<file path="config.mk">
export PLATFORM = sky130hd
export DESIGN_NAME = rv32_mem_bridge
export DESIGN_NICKNAME = d
export VERILOG_FILES = /design/src/rtl/rv32_mem_bridge.sv
export SDC_FILE = /design/constraint.sdc
export NUM_CORES = 1
export LEC_CHECK = 0
export ABC_CLOCK_PERIOD_IN_PS = 1930
export CAP_MARGIN = 25
export CORE_MARGIN = 8
export CORE_UTILIZATION = 34
export CTS_CLUSTER_DIAMETER = 80
export DETAILED_ROUTE_END_ITERATION = 12
export PLACE_DENSITY_LB_ADDON = 0.15
export REMOVE_ABC_BUFFERS = 1
export SLEW_MARGIN = 20
export SYNTH_ARGS = -nofsm -noshare
export SYNTH_HDL_FRONTEND = slang
export SYNTH_SLANG_ARGS = --single-unit
</file>
<file path="constraint.sdc">
create_clock -name clk -period 1.93 [get_ports clk]
set_input_delay 0.193 -clock clk [delete_from_list [all_inputs] [get_ports clk]]
set_output_delay 0.193 -clock clk [all_outputs]
set_load 0.02 [all_outputs]
</file>
<file path="src/rtl/rv32_mem_bridge.sv">
`default_nettype none
// +--------------------------------------------------------------------------+
// | rv32_mem_bridge : serialises rv32i fetch/data ports onto one req/ack bus |
// |                   with core stall generation and per-access timeout.     |
// | Revision 1.0                                                             |
// +--------------------------------------------------------------------------+
module rv32_mem_bridge #(
  parameter int unsigned TIMEOUT   = 255,
  parameter logic [31:0] ERR_RDATA = 32'h0000_0013
) (
  input  logic        clk,
  input  logic        rst,
  input  logic [31:0] mem_i_addr,
  input  logic        mem_i_rstrb,
  output logic [31:0] mem_i_rdata,
  output logic        mem_i_rbusy,
  input  logic [31:0] mem_d_addr,
  input  logic [31:0] mem_d_wdata,
  input  logic [3:0]  mem_d_wmask,
  input  logic        mem_d_wstrb,
  input  logic        mem_d_rstrb,
  output logic [31:0] mem_d_rdata,
  output logic        mem_d_rbusy,
  output logic        mem_d_wbusy,
  output logic        bus_req,
  output logic        bus_we,
  output logic [31:0] bus_addr,
  output logic [31:0] bus_wdata,
  output logic [3:0]  bus_wmask,
  input  logic        bus_ack,
  input  logic [31:0] bus_rdata,
  output logic        bus_err
);

  localparam int unsigned    C_CW      = (TIMEOUT > 1) ? $clog2(TIMEOUT) : 1;
  localparam logic [C_CW-1:0] C_TO_LAST = (TIMEOUT == 0) ? '0 : C_CW'(TIMEOUT - 1);
  localparam bit             C_TO_EN   = (TIMEOUT != 0);

  typedef enum logic [2:0] {
    S_IDLE   = 3'd0,
    S_REQ_I  = 3'd1,
    S_REQ_D  = 3'd2,
    S_RESP_I = 3'd3,
    S_RESP_D = 3'd4
  } state_t;

  state_t            r_state;
  state_t            w_state_next;
  logic              r_bus_req;
  logic              r_bus_we;
  logic [31:0]       r_bus_addr;
  logic [31:0]       r_bus_wdata;
  logic [3:0]        r_bus_wmask;
  logic              r_bus_err;
  logic [31:0]       r_resp;
  logic [C_CW-1:0]   r_cnt;

  logic w_start_d;
  logic w_start_i;
  logic w_ack_take;
  logic w_abort;
  logic w_to_hit;
  logic w_unused;

  // Bus is word addressed; the byte offset is carried by the write mask.
  assign w_unused = ^{mem_i_addr[1:0], mem_d_addr[1:0]};
  assign w_to_hit = C_TO_EN && (r_cnt == C_TO_LAST);

  always_comb begin
    w_state_next = r_state;
    w_start_d    = 1'b0;
    w_start_i    = 1'b0;
    w_ack_take   = 1'b0;
    w_abort      = 1'b0;
    case (r_state)
      S_IDLE: begin
        if (mem_d_wstrb || mem_d_rstrb) begin
          w_start_d    = 1'b1;
          w_state_next = S_REQ_D;
        end else if (mem_i_rstrb) begin
          w_start_i    = 1'b1;
          w_state_next = S_REQ_I;
        end
      end
      S_REQ_I, S_REQ_D: begin
        // A real ack always wins over an expiring timeout in the same cycle.
        if (bus_ack) begin
          w_ack_take   = 1'b1;
          w_state_next = (r_state == S_REQ_I) ? S_RESP_I : S_RESP_D;
        end else if (w_to_hit) begin
          w_abort      = 1'b1;
          w_state_next = (r_state == S_REQ_I) ? S_RESP_I : S_RESP_D;
        end
      end
      S_RESP_I, S_RESP_D: w_state_next = S_IDLE;
      default:            w_state_next = S_IDLE;
    endcase
  end

  always_ff @(posedge clk) begin
    if (rst) r_state <= S_IDLE;
    else     r_state <= w_state_next;
  end

  always_ff @(posedge clk) begin
    if (rst) begin
      r_bus_req   <= 1'b0;
      r_bus_we    <= 1'b0;
      r_bus_addr  <= '0;
      r_bus_wdata <= '0;
      r_bus_wmask <= '0;
      r_bus_err   <= 1'b0;
      r_resp      <= '0;
      r_cnt       <= '0;
    end else begin
      r_bus_err <= w_abort;
      if (w_start_d) begin
        r_bus_req   <= 1'b1;
        r_bus_we    <= mem_d_wstrb;
        r_bus_addr  <= {mem_d_addr[31:2], 2'b00};
        r_bus_wdata <= mem_d_wdata;
        r_bus_wmask <= mem_d_wstrb ? mem_d_wmask : 4'b0000;
        r_cnt       <= '0;
      end else if (w_start_i) begin
        r_bus_req   <= 1'b1;
        r_bus_we    <= 1'b0;
        r_bus_addr  <= {mem_i_addr[31:2], 2'b00};
        r_bus_wmask <= 4'b0000;
        r_cnt       <= '0;
      end else if (w_ack_take) begin
        r_bus_req <= 1'b0;
        r_resp    <= bus_rdata;
      end else if (w_abort) begin
        r_bus_req <= 1'b0;
        r_resp    <= ERR_RDATA;
      end else if (r_bus_req) begin
        r_cnt <= r_cnt + 1'b1;
      end
    end
  end

  assign bus_req     = r_bus_req;
  assign bus_we      = r_bus_we;
  assign bus_addr    = r_bus_addr;
  assign bus_wdata   = r_bus_wdata;
  assign bus_wmask   = r_bus_wmask;
  assign bus_err     = r_bus_err;
  assign mem_i_rdata = r_resp;
  assign mem_d_rdata = r_resp;

  // Stall is released only in the cycle that presents that port's response.
  assign mem_i_rbusy = mem_i_rstrb && (r_state != S_RESP_I);
  assign mem_d_rbusy = mem_d_rstrb && (r_state != S_RESP_D);
  assign mem_d_wbusy = mem_d_wstrb && (r_state != S_RESP_D);

endmodule
`default_nettype wire

</file>
==> flow_summary.toml, run 1 <==
[run_status]
status = "complete, no violations"

[finish]
final_nets = 885
area_delta_synth_final_pct = 64.2
postLayoutCoreUtil_pct = 56.1
final_area_mm2 = 0.00766
antenna-diode-count = 0
fillCellCount = 1283
drive_above_1_share_pct = 6.55

[worst_setup_path]
path_cells = "nor3b_2, nor2b_1, clkdlybuf4s50_1"
reg2reg_slack_ps = 120
critical_path_arrival_ps = 1640
crit_path_start_kind = "register"
setup.worst_path.end_class = "output port"
crit_required_ps = 1740
crit_family = "buffers and inverters"
path_max_fanout = 8
path_buf_inv = 1
cp_slowest_stage_delay_ps = 640
slowest_stage = "clkdlybuf4s50_1"
crit_type = "register to output port"

[global_routing]
grt_overflow = 0
grt_pass1_wl_um = 24100
track_usage_pct = 16.9
grt_pass1_vias = 4491
antenna_found_initial = 0
grt_max_degree = 61

[detailed_routing]
vias = 4542
wl_um = 15800
vias_per_cell = 4.89
firstDrtPassIters = 4
ant_nets = 0
drt_iter0_drc = 192
wire_per_inst_um = 17.0
drc = 0

[placement]
place_congestion = 0.788
hpwl_um = 12400
io_buffers = 269
placed_cell_area_mm2 = 0.00734

[sta]
fmax_mhz = 547
tightest_slew_ps = 589
finalSetupTns_ps = 0
rsz0062_at_grt = "false"
maxSlewViolCount = 0
period_needed_ps = 1830
slew_headroom_pct = 60.3
fin_skew_ps = 5.73
setup_viol = 0
timing.hold.ws_ps = 227
fin_crit_sh_pct = 94.7
hold_viol_final = 0

[job]
maxCapViolCount = 0

[die]
die_w_um = 133
start_util_pct = 34.2
core_area_mm2 = 0.0137
io_pins = 276
die-area_mm2 = 0.0177
row_count = 43
die_h_um = 133

[synth]
synthXorXnorAreaFrac_pct = 0.375
syn_area_per_cell_um2 = 8.94
synth_ff_type = "dfxtp_1"
ys_warn_count = 0
syn_area_mm2 = 0.00467
synth_area_leaders = "dfxtp_1, a22o_1, buf_4"
ys_seq_elements = 112
yosys.area.top_type_share_pct = 48.0
synth_compound_area_share_pct = 21.7
synth-simple-area-share_pct = 18.7
ys_types = 45
synth-edff-count = 0
synthCells = 522
synth_top_family_by_area = "compound AO/OA/AOI/OAI gates"
ys_seq_area_share_pct = 48.0
synth_mux_area_share_pct = 0.429
yosys.area.top_type = "dfxtp_1"
yosys.area_share.adder_pct = 0.536
yosys-top-cells-count = "dfxtp_1, nand2_1, a21oi_1"
synth.most_common_cell = "dfxtp_1"
async_reset_ff_share_pct = 0

[clocking]
root_buffer = "clkbuf_16"
cts.htree.levels = 3
clockBufferDepth = 2
cts_buffers = 9
clk_latency_ps = 340
path_clk_slew_ps = 70
cts_tree = "built"
postCtsHoldBufs = 0
clkSinkCount = 112

[pwr]
power_per_cell_area_mw_per_mm2 = 871
p_clk_share_pct = 29.3
switchingPower_w = 0.00197
p_leak_nw = 2.83
vdd_drop_max_mv = 0.479
p_sw_share_pct = 29.5
p_comb_share_pct = 30.1
p_int_w = 0.00471
seq_power_share_pct = 40.6

[worst_hold_path]
hp-class = "primary input to register"
==> cells by family (layout without fill, tap and decap cells) <==
| family | count (synthesis) | count (layout) |
|---|---|---|
| buf+inv | 79 | 304 |
| fa+ha+maj | 2 | 2 |
| xor+xnor | 2 | 2 |
| simple gates | 172 | 172 |
| compound gates | 152 | 152 |
| other cells | 1 | 2 |
| flops | 112 | 112 |
| mux | 2 | 2 |
==> cell usage in the layout, fill, tap and decap left out, types with 3 or more instances in the layout <==
master           Yosys  final
and3_1               3      3
a21oi_1             40     39
nand2_1             69     69
clkdlybuf4s50_1      0    266
nor2b_1              5      4
dfxtp_2              0      3
or4_1                3      3
buf_12               0      5
nand3b_1            30     30
buf_4               35     14
o31ai_1              3      3
nor2_1              38     37
nor3_1               4      3
o21ai_0             32     32
nand4_1              4      4
a22o_1              33     33
o221a_2              3      3
clkbuf_16            0      9
dfxtp_1            112    109
a211oi_1            30     30
==> layer usage <==
layer / global-route usage [%] / part of all wire, %
met1: 18.4 / 40
met5: 0 / 0
met4: 6.36 / 1.5
met3: 7.15 / 11
met2: 28.7 / 47
==> sequential cells by signal, indices dropped and copies added (netlist names) <==
| register | count |
|---|---|
| bus_wdata | 32 |
| mem_d_rdata | 32 |
| bus_addr | 30 |
| r_cnt | 8 |
| bus_wmask | 4 |
| r_state | 3 |
| bus_err | 1 |
| bus_req | 1 |
| bus_we | 1 |
==> final cells by class <==
| type | instances | area [µm²] | area share (%) |
|---|---|---|---|
| clock buffer | 10 | 239 | 3.12 |
| clock inverter | 4 | 70.1 | 0.915 |
| inverter | 2 | 7.51 | 0.0980 |
| timing repair buffer | 288 | 2890 | 37.7 |
| sequential | 112 | 2250 | 29.3 |
| multi-input combinational | 332 | 1980 | 25.9 |
| tap | 180 | 225 | 2.94 |
==> repair_timing <==
action	4_1_cts	5_1_grt
endpoints found under the setup margin	3	2
resized for setup	4	3
buffers inserted	0	0
gates cloned	0	0
==> worst paths after layout <==
| path | start | endpoint | cells past startpoint |
|---|---|---|---|
| max | r_state[2]$_SDFFE_PP0P_ | mem_d_wbusy | 3 |
| min | rst | bus_err$_SDFF_PP0_ | 2 |
| min reg2reg | bus_wdata[11]$_SDFFE_PP0P_ | bus_wdata[11]$_SDFFE_PP0P_ | 2 |
| max reg2reg | r_cnt[0]$_SDFFE_PP0P_ | r_cnt[7]$_SDFFE_PP0P_ | 6 |
==> stage by stage <==
stage	total power (W)	cells	setup WS, ps
3_5_place_dp	0.00479	914	-227
6_report	0.00667	928	101
3_3_place_gp	0.00475	914	-151
4_1_cts	0.00675	928	22.7
2_1_floorplan	0.00362	446	-1210
5_1_grt	0.00700	928	7.08
==> power by group through the flow <==
stage / clock, W / sequential [W] / combinational, W
floorplan: 0 / 0.00307 / 0.000552
global placement: 0 / 0.00275 / 0.00201
detailed placement: 0 / 0.00276 / 0.00203
CTS: 0.00201 / 0.00271 / 0.00204
global route: 0.00210 / 0.00274 / 0.00216
finish: 0.00196 / 0.00271 / 0.00201
Power figures use the tool's default switching activity.
==> run 2: changes to the inputs <==
--- a/config.mk
+++ b/config.mk
@@ -14,3 +14,2 @@
 export PLACE_DENSITY_LB_ADDON = 0.15
-export REMOVE_ABC_BUFFERS = 1
 export SLEW_MARGIN = 20
==> constraint.sdc (replaced) <==
create_clock -name clk -period 1.93 [get_ports clk]
set_input_delay 0.2895 -clock clk [delete_from_list [all_inputs] [get_ports clk]]
set_output_delay 0.2895 -clock clk [all_outputs]
set_load 0.02 [all_outputs]
==> run 2 against run 1 <==
Sequential share of layout area is 0.19 points lower. Power is 2.6% higher. Via count is 0.29% higher. First-iteration DRC count is 9.4% lower. Global-route usage is 0.23 points lower. Clock skew is 1.6 ps lower. Critical path type is now register to register.
==> flow_summary.toml, run 2 (synthesized netlist as in run 1, its figures left out) <==
[finish]
layout_commonest_cell = "clkdlybuf4s50_1"
area_delta_synth_final_pct = 64.9
antenna-diode-count = 0
mostFrequentLayoutCells = "clkdlybuf4s50_1, dfxtp_1, nand2_1"
drive_above_1_share_pct = 6.13
final_nets = 886
fillCellCount = 1239
stdcell_count = 931

[worst_setup_path]
setup.worst_path.end_class = "register"
crit_type = "register to register"
critical_path_arrival_ps = 2090
crit_required_ps = 2200
path_max_fanout = 13
crit_path_start_kind = "register"

[die]
core_area_mm2 = 0.0137
die_h_um = 133
io_pins = 276
row_count = 43
die_w_um = 133
die-area_mm2 = 0.0177
start_util_pct = 34.2

[clocking]
root_buffer = "clkbuf_16"
clkSinkCount = 112
cts.htree.levels = 3
postCtsHoldBufs = 0
path_clk_slew_ps = 70
cts_buffers = 9
clockBufferDepth = 2
clk_latency_ps = 340
cts_tree = "built"

[sta]
rsz0062_at_grt = "false"
fin_skew_ps = 4.16
period_needed_ps = 1810
fmax_mhz = 552
timing.hold.ws_ps = 379
slew_headroom_pct = 62.5
tightest_slew_ps = 557
setup_ws_ps = 117
hold_viol_final = 0
fin_crit_sh_pct = 93.9
setup_viol = 0
maxSlewViolCount = 0

[global_routing]
track_usage_pct = 16.7
antenna_found_initial = 0
grt_pass1_vias = 4571
grt_max_degree = 59
grt_pass1_wl_um = 24000
grt_overflow = 0

[job]
maxCapViolCount = 0

[detailed_routing]
firstDrtPassIters = 4
wl_met2_um = 7460
wl_met1_um = 6150
dr_wl_met3_um = 1570
drt_iter0_drc = 174
vias_per_cell = 4.89
wl_um = 15400
wire_per_inst_um = 16.5
maxUsedRoutingLayer = "met4"
vias = 4555
drc = 0
ant_nets = 0

[pwr]
power_per_cell_area_mw_per_mm2 = 890
vdd_drop_max_mv = 0.591
power_w = 0.00685
p_leak_nw = 2.84

[placement]
pre_cts_slack_ps = -204
dp_cells = 915
place_congestion = 0.769
io_buffers = 269
hpwl_um = 11800

[worst_hold_path]
hp-class = "primary input to register"

[run_status]
status = "complete, no violations"
## run 2: through the flow
| stage | setup TNS (ps) | cell area, µm² | utilization (%) |
|---|---|---|---|
| 6_report | 0 | 7700 | 56.3 |
| 5_1_grt | 0 | 7700 | 56.3 |
| 4_1_cts | 0 | 7690 | 56.3 |
| 3_5_place_dp | -10580 | 7350 | 53.8 |
| 3_3_place_gp | -8500 | 7350 | 53.8 |
| 2_1_floorplan | 0 | 4670 | - |
## run 2: layer usage
metal | vias up | GRT usage (%)
met3 | 18 | 6.59
met1 | 2097 | 18.3
met2 | 185 | 28.6
met4 | 0 | 5.74
li1 | 2255 | -
met5 | - | 0
## run 2: where the power goes
group | total [W] | internal, W | switching [W]
registers | 0.00270 | 0.00255 | 0.000147
logic | 0.00201 | 0.000992 | 0.00102
clock network | 0.00214 | 0.00128 | 0.000858
## run 2: worst max-delay path: stages (launching register included)
cell	delay, ps
dfxtp_1	360
inv_1	80
ha_1	220
and3_1	200
and4_4	240
or4_1	470
a21oi_1	170
## run 2: what timing repair did
action                                  CTS  global route
resized for setup                         3             2
buffers inserted                          0             0
endpoints found under the setup margin    3            25
## run 2: layout make-up
type	instances	area [µm²]	area share [%]
Clock buffer	10	229	2.97
Clock inverter	6	115	1.50
Inverter	2	7.51	0.0975
Multi-Input combinational cell	332	1970	25.7
Sequential cell	112	2240	29.1
Tap cell	180	225	2.93
Timing Repair Buffer	289	2900	37.7
## run 2: final timing paths
check	to	cells past startpoint	start	slack (ps)
worst max register to register	r_cnt[5]$_SDFFE_PP0P_	6	r_cnt[0]$_SDFFE_PP0P_	120
worst min-delay path	bus_addr[9]$_SDFFE_PP0P_	2	rst	380
worst min register to register	bus_wdata[25]$_SDFFE_PP0P_	2	bus_wdata[25]$_SDFFE_PP0P_	450
worst max-delay path	r_cnt[5]$_SDFFE_PP0P_	6	r_cnt[0]$_SDFFE_PP0P_	120
==> run 3: changes to the inputs <==
PLACE_DENSITY = 0.78   (was unset)
PLACE_DENSITY_LB_ADDON = unset   (was 0.15)
==> run 3 against run 2 <==
Clock power decreased by 21%. Global-route usage rose by 0.27 points. Flip-flop and latch count is the same. Non-clock buffer count decreased by 4. Largest cell class unchanged. Combinational power about the same. Sequential share of layout area up 0.56 points. Critical path depth unchanged. Routed wire length up 2.4%. Critical endpoint is now r_cnt[7]$_SDFFE_PP0P_.
==> flow_summary.toml, run 3 (synthesized netlist as in run 1, its figures left out) <==
[run_status]
status = "complete, no violations"

[finish]
final_area_mm2 = 0.00757
mostFrequentLayoutCells = "clkdlybuf4s50_1, dfxtp_1, nand2_1"
antenna-diode-count = 0
drive_above_1_share_pct = 6.17
area_delta_synth_final_pct = 62.1
stdcell_count = 926
layout_commonest_cell = "clkdlybuf4s50_1"
final_nets = 882
postLayoutCoreUtil_pct = 55.4

[worst_setup_path]
crit_family = "simple AND/OR/NAND/NOR gates"
reg2reg_slack_ps = 100
crit_required_ps = 2200
path_cells = "inv_1, ha_1, and3_1, and4_4, or4_1, a21oi_1"
slowest_stage = "or4_1"
path_buf_inv = 1
path_max_fanout = 13
timing.rr.start = "r_cnt[0]$_SDFFE_PP0P_"
crit_type = "register to register"
timing.rr.end = "r_cnt[7]$_SDFFE_PP0P_"
reg2reg_depth = 6
crit_path_start_kind = "register"
cp_slowest_stage_delay_ps = 480
setup.worst_path.end_class = "register"
critical_path_arrival_ps = 2100

[global_routing]
grt_overflow = 0
grt_pass1_wl_um = 24100
grt_max_degree = 62
grt_pass1_vias = 4544
antenna_found_initial = 1
track_usage_pct = 16.9

[detailed_routing]
vias_per_cell = 5.00
wl_um = 15800
firstDrtPassIters = 4
wire_per_inst_um = 17.0
drc = 0
ant_nets = 0
vias = 4628
drt_iter0_drc = 181

[die]
die_h_um = 133
start_util_pct = 34.2
row_count = 43
die-area_mm2 = 0.0177
die_w_um = 133
core_area_mm2 = 0.0137
io_pins = 276

[worst_hold_path]
hold_depth = 2
min_from = "rst"
hp-class = "primary input to register"
min_to = "bus_err$_SDFF_PP0_"

[clocking]
clk_latency_ps = 350
clockBufferDepth = 2
clkSinkCount = 112
cts_tree = "built"
postCtsHoldBufs = 0
cts.htree.levels = 3
cts_buffers = 9
post_cts_buffers = 0
cts_resized = 7
path_clk_slew_ps = 70
root_buffer = "clkbuf_16"

[pwr]
p_sw_share_pct = 31.3
seq_power_share_pct = 42.4
p_int_w = 0.00439
power_w = 0.00640
vdd_drop_max_mv = 0.379
p_leak_nw = 2.79
switchingPower_w = 0.00200
p_clk_share_pct = 26.6
power_per_cell_area_mw_per_mm2 = 846
p_comb_share_pct = 31.0

[sta]
hold_viol_final = 0
fin_crit_sh_pct = 94.6
fin_skew_ps = 7.60
period_needed_ps = 1830
tightest_slew_ps = 740
rsz0062_at_grt = "false"
fmax_mhz = 547
setup_viol = 0
slew_headroom_pct = 50.5
maxSlewViolCount = 0
finalSetupTns_ps = 0

[placement]
place_congestion = 0.757
hpwl_um = 12400
placed_cell_area_mm2 = 0.00730
dp_cells = 911
io_buffers = 269

[job]
maxCapViolCount = 0
-- run 3: worst max-delay path by stage --
stage	startpoint	endpoint	cells after the start
after floorplan	r_cnt[0]$_SDFFE_PP0P_	r_cnt[5]$_SDFFE_PP0P_	7
after global placement	mem_d_rstrb	bus_wdata[8]$_SDFFE_PP0P_	6
after detailed placement	mem_d_wstrb	mem_d_rdata[22]$_SDFFE_PP0P_	6
after CTS	bus_req$_SDFFE_PP0P_	bus_req	1
after global routing	r_cnt[0]$_SDFFE_PP0P_	r_cnt[7]$_SDFFE_PP0P_	6
final	r_cnt[0]$_SDFFE_PP0P_	r_cnt[7]$_SDFFE_PP0P_	6
-- run 3: stage by stage --
stage	setup slack (ps)	hold slack [ps]
CTS	80.2	313
global route	3.66	365
floorplan	177	415
global placement	-359	435
finish	103	336
detailed placement	-159	448
-- run 3: power by group through the flow --
stage	Sequential, W	Clock [W]	Combinational, W
after detailed placement	0.00276	0	0.00200
after floorplan	0.00301	0	0.000757
final	0.00271	0.00170	0.00198
after CTS	0.00271	0.00178	0.00201
after global routing	0.00274	0.00186	0.00213
after global placement	0.00275	0	0.00197
-- run 3: layout make-up --
type,instances,area [µm²]
multi-input cells,332,1980
clock buffers,9,225
clock inverters,6,36.3
fillers,1236,6100
repair buffers,285,2840
flip-flops and latches,112,2250
well taps,180,225
inverters,2,7.51
-- run 3: layer usage --
metal  share of wire [%]  vias up  global-route usage, %  wire, µm
li1                    -     2243                      -         -
met2                  49      208                   29.3      7740
met3                  10       14                   6.55      1570
met4                 1.3        2                   6.24       198
met1                  40     2161                   18.4      6240
met5               0.083        -                      0        13
